==> src/rtl/dma_dev_stream_adapter.sv <==
`default_nettype none
// ----------------------------------------------------------------------------
// dma_dev_stream_adapter
// Device-side DMA front end: one command at a time, dev_ack/dma_ack word
// handshake bridged to valid/ready streams through 2-entry buffers.
// Revision: 1.0
// ----------------------------------------------------------------------------
module dma_dev_stream_adapter #(
  parameter int ADD_LEN   = 16,
  parameter int DATA_LEN  = 16,
  parameter int TIMEOUT_W = 12
) (
  input  logic                clk,
  input  logic                reset,
  input  logic                cmd_valid,
  output logic                cmd_ready,
  input  logic                cmd_rd_wr,
  input  logic [ADD_LEN:0]    cmd_addr,
  input  logic [ADD_LEN-1:0]  cmd_words,
  input  logic [DATA_LEN-1:0] s_data,
  input  logic                s_valid,
  output logic                s_ready,
  output logic [DATA_LEN-1:0] m_data,
  output logic                m_valid,
  input  logic                m_ready,
  output logic [ADD_LEN-1:0]  num_words,
  output logic [ADD_LEN:0]    start_addr,
  output logic                rd_wr,
  output logic                rqst,
  output logic                dev_ack,
  output logic [DATA_LEN-1:0] dev_in,
  input  logic [DATA_LEN-1:0] dev_out,
  input  logic                dma_ack,
  input  logic                end_flag,
  output logic                busy,
  output logic                done,
  output logic                err_timeout,
  output logic [ADD_LEN-1:0]  beat_cnt
);

  typedef enum logic [2:0] {
    IDLE  = 3'd0,
    REQ   = 3'd1,
    XFER  = 3'd2,
    DRAIN = 3'd3,
    DONE  = 3'd4
  } state_t;

  localparam logic [ADD_LEN-1:0]   ONE_A = 1;
  localparam logic [TIMEOUT_W-1:0] ONE_W = 1;

  state_t state, state_nx;

  logic [DATA_LEN-1:0]  rbuf [2];
  logic [DATA_LEN-1:0]  wbuf [2];
  logic                 rbuf_rp, wbuf_rp;
  logic [1:0]           rbuf_cnt, wbuf_cnt, rbuf_cnt_nx, wbuf_cnt_nx;
  logic [ADD_LEN-1:0]   push_cnt;
  logic [TIMEOUT_W-1:0] wdog;
  logic accept, beat, rpush, rpop, wpush, wpop, wd_expire, wr_abort, flush;

  assign accept  = cmd_valid & cmd_ready;
  assign beat    = dev_ack & dma_ack;
  assign rpush   = beat & rd_wr;
  assign rpop    = m_valid & m_ready;
  assign wpush   = s_valid & s_ready;
  assign wpop    = beat & ~rd_wr;
  assign m_valid = (rbuf_cnt != 2'd0);
  assign m_data  = rbuf[rbuf_rp];
  assign dev_in  = wbuf[wbuf_rp];
  // Never accept more write words than the command will consume.
  assign s_ready = (wbuf_cnt < 2'd2) & busy & ~rd_wr & (push_cnt < num_words);

  assign rbuf_cnt_nx = rbuf_cnt + {1'b0, rpush} - {1'b0, rpop};
  assign wbuf_cnt_nx = wbuf_cnt + {1'b0, wpush} - {1'b0, wpop};

  assign wd_expire = (state == XFER) & (&wdog) & ~beat & ~end_flag;
  assign wr_abort  = (state == XFER) & end_flag & ~rd_wr & (wbuf_cnt_nx != 2'd0);
  assign flush     = accept | wd_expire | wr_abort | (state == DONE);

  always_ff @(posedge clk or posedge reset) begin
    if (reset) state <= IDLE;
    else       state <= state_nx;
  end

  always_comb begin
    state_nx  = state;
    cmd_ready = 1'b0;
    rqst      = 1'b0;
    dev_ack   = 1'b0;
    done      = 1'b0;
    busy      = (state != IDLE);
    case (state)
      IDLE: begin
        cmd_ready = 1'b1;
        if (cmd_valid) state_nx = REQ;
      end
      REQ: begin
        rqst     = 1'b1;
        state_nx = XFER;
      end
      XFER: begin
        dev_ack = (rd_wr ? (rbuf_cnt < 2'd2) : (wbuf_cnt != 2'd0)) & (beat_cnt != num_words);
        // A read with nothing left to hand out skips the drain step.
        if (end_flag)       state_nx = (rd_wr && rbuf_cnt_nx != 2'd0) ? DRAIN : DONE;
        else if (wd_expire) state_nx = DONE;
      end
      DRAIN: if (rbuf_cnt == 2'd0) state_nx = DONE;
      DONE: begin
        done     = 1'b1;
        state_nx = IDLE;
      end
      default: state_nx = IDLE;
    endcase
  end

  always_ff @(posedge clk or posedge reset) begin
    if (reset) begin
      num_words   <= '0;
      start_addr  <= '0;
      rd_wr       <= 1'b0;
      beat_cnt    <= '0;
      err_timeout <= 1'b0;
      wdog        <= '0;
      push_cnt    <= '0;
    end else begin
      if (accept) begin
        num_words   <= cmd_words;
        start_addr  <= cmd_addr;
        rd_wr       <= cmd_rd_wr;
        beat_cnt    <= '0;
        err_timeout <= 1'b0;
        push_cnt    <= '0;
      end else begin
        if (beat && beat_cnt != num_words) beat_cnt <= beat_cnt + ONE_A;
        if (wpush)                         push_cnt <= push_cnt + ONE_A;
        if (wd_expire || wr_abort)         err_timeout <= 1'b1;
      end
      if (state == XFER) wdog <= beat ? '0 : wdog + ONE_W;
      else               wdog <= '0;
    end
  end

  // Write slot is rp+cnt mod 2, which is also the popped slot at count 2.
  always_ff @(posedge clk or posedge reset) begin
    if (reset) begin
      rbuf[0]  <= '0;
      rbuf[1]  <= '0;
      rbuf_rp  <= 1'b0;
      rbuf_cnt <= 2'd0;
    end else if (flush) begin
      rbuf_rp  <= 1'b0;
      rbuf_cnt <= 2'd0;
    end else begin
      if (rpush) rbuf[rbuf_rp ^ rbuf_cnt[0]] <= dev_out;
      if (rpop)  rbuf_rp <= ~rbuf_rp;
      rbuf_cnt <= rbuf_cnt_nx;
    end
  end

  always_ff @(posedge clk or posedge reset) begin
    if (reset) begin
      wbuf[0]  <= '0;
      wbuf[1]  <= '0;
      wbuf_rp  <= 1'b0;
      wbuf_cnt <= 2'd0;
    end else if (flush) begin
      wbuf_rp  <= 1'b0;
      wbuf_cnt <= 2'd0;
    end else begin
      if (wpush) wbuf[wbuf_rp ^ wbuf_cnt[0]] <= s_data;
      if (wpop)  wbuf_rp <= ~wbuf_rp;
      wbuf_cnt <= wbuf_cnt_nx;
    end
  end

endmodule
`default_nettype wire

==> config.mk <==
export PLATFORM = sky130hd
export DESIGN_NAME = dma_dev_stream_adapter
export DESIGN_NICKNAME = d
export VERILOG_FILES = /design/src/rtl/dma_dev_stream_adapter.sv
export SDC_FILE = /design/constraint.sdc
export NUM_CORES = 1
export LEC_CHECK = 0
export ABC_AREA = 1
export BUFFER_PORTS_ARGS = -buffer_cell sky130_fd_sc_hd__buf_2
export CORE_UTILIZATION = 35
export DETAILED_ROUTE_END_ITERATION = 10
export PLACE_DENSITY = 0.58
export SYNTH_ARGS = -nofsm -noshare
export SYNTH_HDL_FRONTEND = slang
export SYNTH_SLANG_ARGS = --single-unit
==> constraint.sdc <==
create_clock -name clk -period 15.6 [get_ports clk]
set_clock_uncertainty 0.15 [all_clocks]
set_input_delay 3.12 -clock clk [delete_from_list [all_inputs] [get_ports clk]]
set_output_delay 3.12 -clock clk [all_outputs]
set_load 0.1 [all_outputs]
* Word level (Yosys, flattened, before mapping) *
Cells that the tools add are included.

word-level totals
  register bits after elaboration = 152
  bits of input ports = 73
  output and inout port bits = 90
  logic and storage cells = 129

cells by class
  $add $sub $neg = 7
  order comparisons = 9
  equal/unequal tests = 8
  mux-type cells = 37
  bitwise logic cells = 31
  reductions and logical operators = 21

operators by type and width
  operator                                                               number
  16-bit 2-to-1 mux                                                      12
  32-bit bitwise mux                                                     2
  16-bit by 1-bit adder with 16-bit output, second input constant        2
  16-bit demux with 1-bit select                                         2
  12-bit 2-to-1 mux                                                      2
  2-bit nonzero test                                                     9
  1-bit bitwise AND                                                      16
  16-bit < comparator                                                    1
  16-bit inequality test                                                 1
  3-bit 2-to-1 mux                                                       5
  12-bit by 1-bit adder with 12-bit output, second input constant        1
  3-bit case mux with 4 select lines                                     1
  12-bit AND reduction                                                   1
  1-bit 2-to-1 mux                                                       11
  2-bit greater-or-equal comparator, second input constant               4
  1-bit inverter with 2-bit output                                       4
  3-bit by 2-bit equality test with 1-bit output, second input constant  2
  1-bit inverter                                                         6
  2-bit by 1-bit adder with 2-bit output                                 2
  1-bit logical AND                                                      4
  2-bit by 1-bit < comparator with 1-bit output, second input constant   2
  2-bit < comparator, second input constant                              2
  2-bit 2-to-1 mux                                                       2
  2-bit inequality test, second input constant                           2
  other kinds (12)                                                       17

* Depth between registers and ports, before layout *
Gate-level depths: netlist of run 1.

  depth after elaboration = 13
  mapped depth = 24
  gate-level depth less buffers = 22

* Worst setup path after synthesis of run 1 *
OpenSTA, ideal clock, no wires.

  path kind = register to output
  start = register rd_wr
  end = output dev_ack
  data arrival time = 3547 ps
  path slack = 8783 ps
  cell stages (with the launch flop) = 4
  buffers on the path = 0
  path through = dfrtp_1 -> o31ai_1 -> nor2_4 -> a21boi_0

on the way
  longest elaborated chain between the ends = 3

ends and longest elaborated chain
  item                    RTL line  text
  from (decl)             28        output logic rd_wr,
  from (signal assigned)  130       rd_wr <= cmd_rd_wr;
  1-bit 2-to-1 mux        103       dev_ack = (rd_wr ? (rbuf_cnt < 2'd2) : (wbuf_cnt != 2'd0)) & (beat_cnt != num_words);
  1-bit bitwise AND       103
  1-bit 2-to-1 mux        93        case (state)
  to (decl)               30        output logic dev_ack,

Every way passes these cells.

* Final worst setup path of run 1 *
  start = register wbuf_rp
  end = output dev_in[10]

on the way
  longest elaborated chain between the ends = 4

ends and longest elaborated chain
  item                                                    RTL line  text
  from (decl)                                             56        logic rbuf_rp, wbuf_rp;
  from (signal assigned)                                  172       if (wpop) wbuf_rp <= ~wbuf_rp;
  1-bit inverter with 2-bit output (implied by the code)  70        assign dev_in = wbuf[wbuf_rp];
  16-bit 2-to-1 mux (implied by the code) (3 in series)   70
  to (decl)                                               31        output logic [DATA_LEN-1:0] dev_in,

Every way passes these cells. The select of a mux whose other input is x is not followed.

==> reports/metrics.yaml, run 1 <==
critical_path:
  cpPeakStageDelay_ns: 0.81
  critPathCaptureType: "output port"
  path_cells: "clkinv_1 -> nand2_1 -> nand2_1 -> buf_2"
  crit_cells: 4
  worst-path-max-fanout: 18
  rr_worst_depth: 17
  cpLargestDelayFamily: "buffers and inverters"
  critPathArrivalTime_ns: 2.54
  path_buf_inv: 2
  crit_slowest_cell: "dfrtp_1"
  critPathLaunchType: "register"
  cpMostUsedCell: "nand2_1"
  critPathRequiredTime_ns: 12.33
  critPathKind: "register to output port"
timing:
  final-hold-violation-count: 0
  period_needed_ns: 5.81
  tightest_slew_ns: 1.12
  max_freq_mhz: 172
  rsz0062_at_grt: "no"
  drv_slew: 0
  fin_tns_setup_ns: 0
  setup-violations-final: 0
  timing.final.crit_share_pct: 37.2
  maxSlewHeadroom_pct: 24.8
  postLayoutSetupSlackWorst_ns: 9.79
layout:
  area_growth_syn_to_layout_pct: 20.6
  multi_input_area_sq_um: 3530
  fillCellCount: 2262
  drive_gt1_share_pct: 22.1
  n_antenna_cell: 0
  fin_area_sq_um: 9500
  nNetsFinal: 1220
  regArea_sq_um: 3800
logic_synthesis:
  synth_area_sq_um: 7870
  synthArstFlopShare_pct: 100
  ys_types: 39
  synth_seq_area_share_pct: 48.3
  ys_warn_count: 0
  ys_seq_elements: 152
  syn_inst: 974
  synth_edf_count: 0
  synth.avg_cell_area_sq_um: 8.08
  synth_flop_cell: "dfrtp_1"
  synth_nets: 1069
route:
  drc_errors: 28
  vias_per_cell: 4.66
  ant_nets: 0
  drt_iter0_drc: 408
  routed_wl_um: 19000
  firstDrtPassIters: 8
  wl_per_cell_um: 13.4
  vias: 6612
global_routing:
  grt_max_degree: 98
  grt-ovfl-total: 0
  grt_pass1_wl_um: 32500
  grt_pass1_vias: 6355
  grt_antenna_before_repair: 1
  grt_util_all_layers_pct: 17.5
clock_tree:
  cts_buffer_depth: 2
  tritoncts: "yes"
  cts_buffers: 17
  clock_tree.root_cell: "clkbuf_16"
  cts_hold_buf: 0
  cts-resized-gates: 0
  cts_htree_levels: 4
  cts_setup_buffers: 0
  clk_latency_ns: 0.42
  cts_sinks: 152
  cts.clk_slew.worst_paths_ns: 0.06
place:
  dpl_worst_slack_ns: 9.56
  dpl.hpwl_um: 13000
  io_buffers: 162
  dpl_cell_area_sq_um: 8890
  place.gp.congestion: 0.800
floorplanning:
  start_util_pct: 35.9
  die-area_sq_um: 23100
  core.rowCount: 54
  die_y_um: 152
  floorplan.die.width_um: 152
  core_sq_um: 22000
  ios: 163
worst_hold_path:
  hp-class: "register to register"
  whs_path_depth: 1
outcome:
  violations: "design-rule violations"
  status: "finished with violations"
flow_run:
  max_cap_violations: 0
## logic make-up after synthesis
family | Yosys count | synth area share [%]
xor gates and xnor gates | 24 | 2.67
and+or+nand+nor | 530 | 28.9
adders and majority gates | 22 | 3.50
AOI/OAI and AO/OA | 99 | 7.26
buffers and inverters | 131 | 7.07
DFF | 152 | 48.3
muxes | 16 | 2.29
## synthesized netlist by cell type, types with 4 or more instances
cell	n	area, sq um
a21oi_1	15	75.1
o21ai_2	12	105
xor2_1	18	158
nor3_1	17	85.1
buf_6	5	56.3
buf_2	12	60.1
o31ai_1	10	75.1
inv_1	89	334
nor3b_1	7	52.6
nor2_1	78	293
mux2_2	16	180
dfrtp_1	152	3800
nand4_1	7	43.8
nand3_1	50	250
nor4_1	5	31.3
nand2_1	348	1310
o21ai_0	55	275
o21ai_1	4	20.0
ha_1	22	275
xnor2_1	6	52.6
inv_2	6	22.5
clkbuf_1	13	48.8
nor2_4	4	45.0
## per-stage QoR
| step | util [%] | hold WS, ns | std cells |
|---|---|---|---|
| after detailed placement | 40.5 | 0.304 | 1386 |
| final | 43.2 | 0.305 | 1418 |
| after global routing | 43.2 | 0.340 | 1418 |
| after CTS | 43.2 | 0.314 | 1418 |
| after floorplan | - | 0.274 | 974 |
| after global placement | 40.5 | 0.297 | 1386 |
## metal layers
metal	track usage [%]	share of wire (%)
met5	0	0.068
met4	5.69	1.1
met3	3.82	5.7
met2	27.1	44
met1	24.3	49
## layout make-up
| class | instances | area share, % |
|---|---|---|
| Sequential cell | 152 | 40.1 |
| Tap cell | 280 | 3.69 |
| Timing Repair Buffer | 166 | 8.85 |
| Multi-Input combinational cell | 691 | 37.2 |
| Clock inverter | 15 | 1.87 |
| Inverter | 97 | 3.90 |
| Clock buffer | 17 | 4.48 |
## placed cells by master (no fill, tap or decap), types with 17 or more instances in the layout
cell and count:
dfrtp_1 152, nand2_1 348, clkbuf_16 17, ha_1 22, nand3_1 50, inv_1 88
o21ai_0 55, xor2_1 18, nor2_1 77, buf_2 162, nor3_1 17
## sequential cells by signal (all words and copies together) (netlist names)
name and count:
err_timeout 1, wdog 12, rbuf 32, wbuf_rp 1
rbuf_cnt 2, rbuf_rp 1, wbuf_cnt 2, num_words 16
wbuf 32, state 3, rd_wr 1, start_addr 17
beat_cnt 16, push_cnt 16
## path summary, 6_finish.rpt
| check | start | to | slack, ns |
|---|---|---|---|
| worst max-delay path | wbuf_rp | dev_in[10] | 9.79 |
| worst min-delay path | wdog[0] | wdog[0] | 0.31 |
| worst max register to register | num_words[9] | wbuf[18] | 11.40 |
| worst min register to register | wdog[0] | wdog[0] | 0.31 |
| max in group asynchronous | reset | push_cnt[3] | 11.25 |
| min in group asynchronous | reset | rbuf[13] | 2.74 |
Power of run 1 is not shown: default switching activity piles up to over one toggle a cycle in this logic, so the estimate is an artifact.
==> inputs of run 2 (changes only) <==
==> constraint.sdc (replaced) <==
create_clock -name clk -period 5.9 [get_ports clk]
set_clock_uncertainty 0.15 [all_clocks]
set_input_delay 1.18 -clock clk [delete_from_list [all_inputs] [get_ports clk]]
set_output_delay 1.18 -clock clk [all_outputs]
set_load 0.1 [all_outputs]
==> run 2 against run 1 <==
Effect of this change:
- the run still ends with design-rule violations left
- global-route usage hardly changed
- critical path depth grew 13
- setup slack got worse by 8.0 ns
- wire length increased by 1.2%
- register-to-register slack worse by 9.6 ns
- via count rose by 0.54%
- count of clock-buffer cells in the layout grew 2
- worst hold slack better by 0.012 ns
- design area up 0.17%
- sequential share of layout area decreased by 0.068 points
- utilization rose by 0.074 points
- flip-flop and latch count stayed put
==> reports/metrics.yaml, run 2 (synthesized netlist as in run 1, its figures left out) <==
outcome:
  status: "finished with violations"
  violations: "design-rule violations"
clock_tree:
  cts_setup_buffers: 0
  cts.clk_slew.worst_paths_ns: 0.07
  tritoncts: "yes"
  clock_tree.root_cell: "clkbuf_16"
  cts_hold_buf: 0
  cts_htree_levels: 4
  cts_sinks: 152
  cts-resized-gates: 0
  cts_buffer_depth: 2
  cts_buffers: 17
  clk_latency_ns: 0.42
timing:
  drv_slew: 0
  final-hold-violation-count: 0
  period_needed_ns: 4.13
  setup-violations-final: 0
  rsz0062_at_grt: "no"
  maxSlewHeadroom_pct: 39.0
  fin_tns_setup_ns: 0
  tightest_slew_ns: 0.913
  timing.final.crit_share_pct: 70.1
  max_freq_mhz: 242
layout:
  regArea_sq_um: 3800
  area_growth_syn_to_layout_pct: 20.8
  top_regs: "rbuf: 32 flops, wbuf: 32 flops, start_addr: 17 flops"
  multi_input_area_sq_um: 3530
  final_common_cell: "nand2_1"
  fillCellCount: 2208
  nNetsFinal: 1222
  final_cell_mix: "nand2_1 (348), buf_2 (162), dfrtp_1 (152), inv_1 (88), nor2_1 (77)"
  drive_gt1_share_pct: 22.1
floorplanning:
  floorplan.die.width_um: 152
  die-area_sq_um: 23100
  die_y_um: 152
  core_sq_um: 22000
  start_util_pct: 35.9
  core.rowCount: 54
  ios: 163
flow_run:
  max_cap_violations: 0
critical_path:
  worstSetupStartpoint: "num_words[15]"
  r2r-start: "num_words[15]"
  worst-path-max-fanout: 32
  critPathKind: "register to register"
  critPathRequiredTime_ns: 6.11
  critPathArrivalTime_ns: 4.34
  critPathCaptureType: "register"
  critPathLaunchType: "register"
route:
  firstDrtPassIters: 8
  wl_per_cell_um: 13.5
  routed_wl_um: 19200
  vias_per_cell: 4.68
  vias: 6648
  drt_iter0_drc: 350
  ant_nets: 0
  drc_errors: 52
worst_hold_path:
  min_from: "start_addr[2]"
  hp-class: "register to register"
place:
  io_buffers: 162
  place.gp.congestion: 0.867
  dpl.hpwl_um: 13200
global_routing:
  grt_pass1_wl_um: 32500
  grt_util_all_layers_pct: 17.5
  grt-ovfl-total: 0
  grt_antenna_before_repair: 2
  grt_max_degree: 67
  grt_pass1_vias: 6517
run 2: final timing paths:
path	to	slack [ns]	depth (start not counted)
setup / recovery	wbuf[28]	1.77	17
hold / removal	start_addr[2]	0.32	2
setup reg to reg	wbuf[28]	1.77	17
hold reg to reg	start_addr[2]	0.32	2
max in group asynchronous	beat_cnt[9]	3.87	3
min in group asynchronous	rbuf[13]	0.66	2
run 2: final cells by class:
type | instances | area share [%]
tap | 280 | 3.68
clock inverter | 13 | 1.67
clock buffer | 19 | 4.66
inverter | 97 | 3.89
antenna | 1 | 0.0263
multi-input combinational | 691 | 37.1
timing repair buffer | 168 | 9.00
sequential | 152 | 40.0
run 2: worst max-delay path, stage by stage (launching register included):
cell and delay (ns):
dfrtp_1 0.36, inv_1 0.08, ha_1 0.31, a21oi_1 0.16, o21ai_0 0.10, a21oi_1 0.26, nand4_4 0.40, ha_1 0.43
inv_1 0.04, ha_1 0.17, xnor2_1 0.16, xor2_1 0.20, nand2_1 0.09, nand4_1 0.13, nand3_4 0.14, nor2_4 0.59
nand3_1 0.17, nand2_1 0.11
run 2: metal layers:
layer / vias up / track usage [%] / routed length, um
li1: 3393 / - / -
met1: 3062 / 23.2 / 9200
met2: 174 / 27.9 / 8620
met3: 17 / 4.79 / 1170
met4: 2 / 4.81 / 208
met5: - / 0 / 13
run 2: metrics by stage:
step	std cells	hold slack, ns	util (%)	cell area [sq um]	setup WS (ns)
6_report	1421	0.317	43.3	9510	1.77
5_1_grt	1420	0.334	43.3	9510	1.32
4_1_cts	1420	0.323	43.3	9510	1.78
3_5_place_dp	1388	0.306	40.6	8910	1.81
3_3_place_gp	1388	0.300	40.6	8910	1.85
2_1_floorplan	974	0.274	-	7870	0.477
Power of run 2 is left out for the same reason.
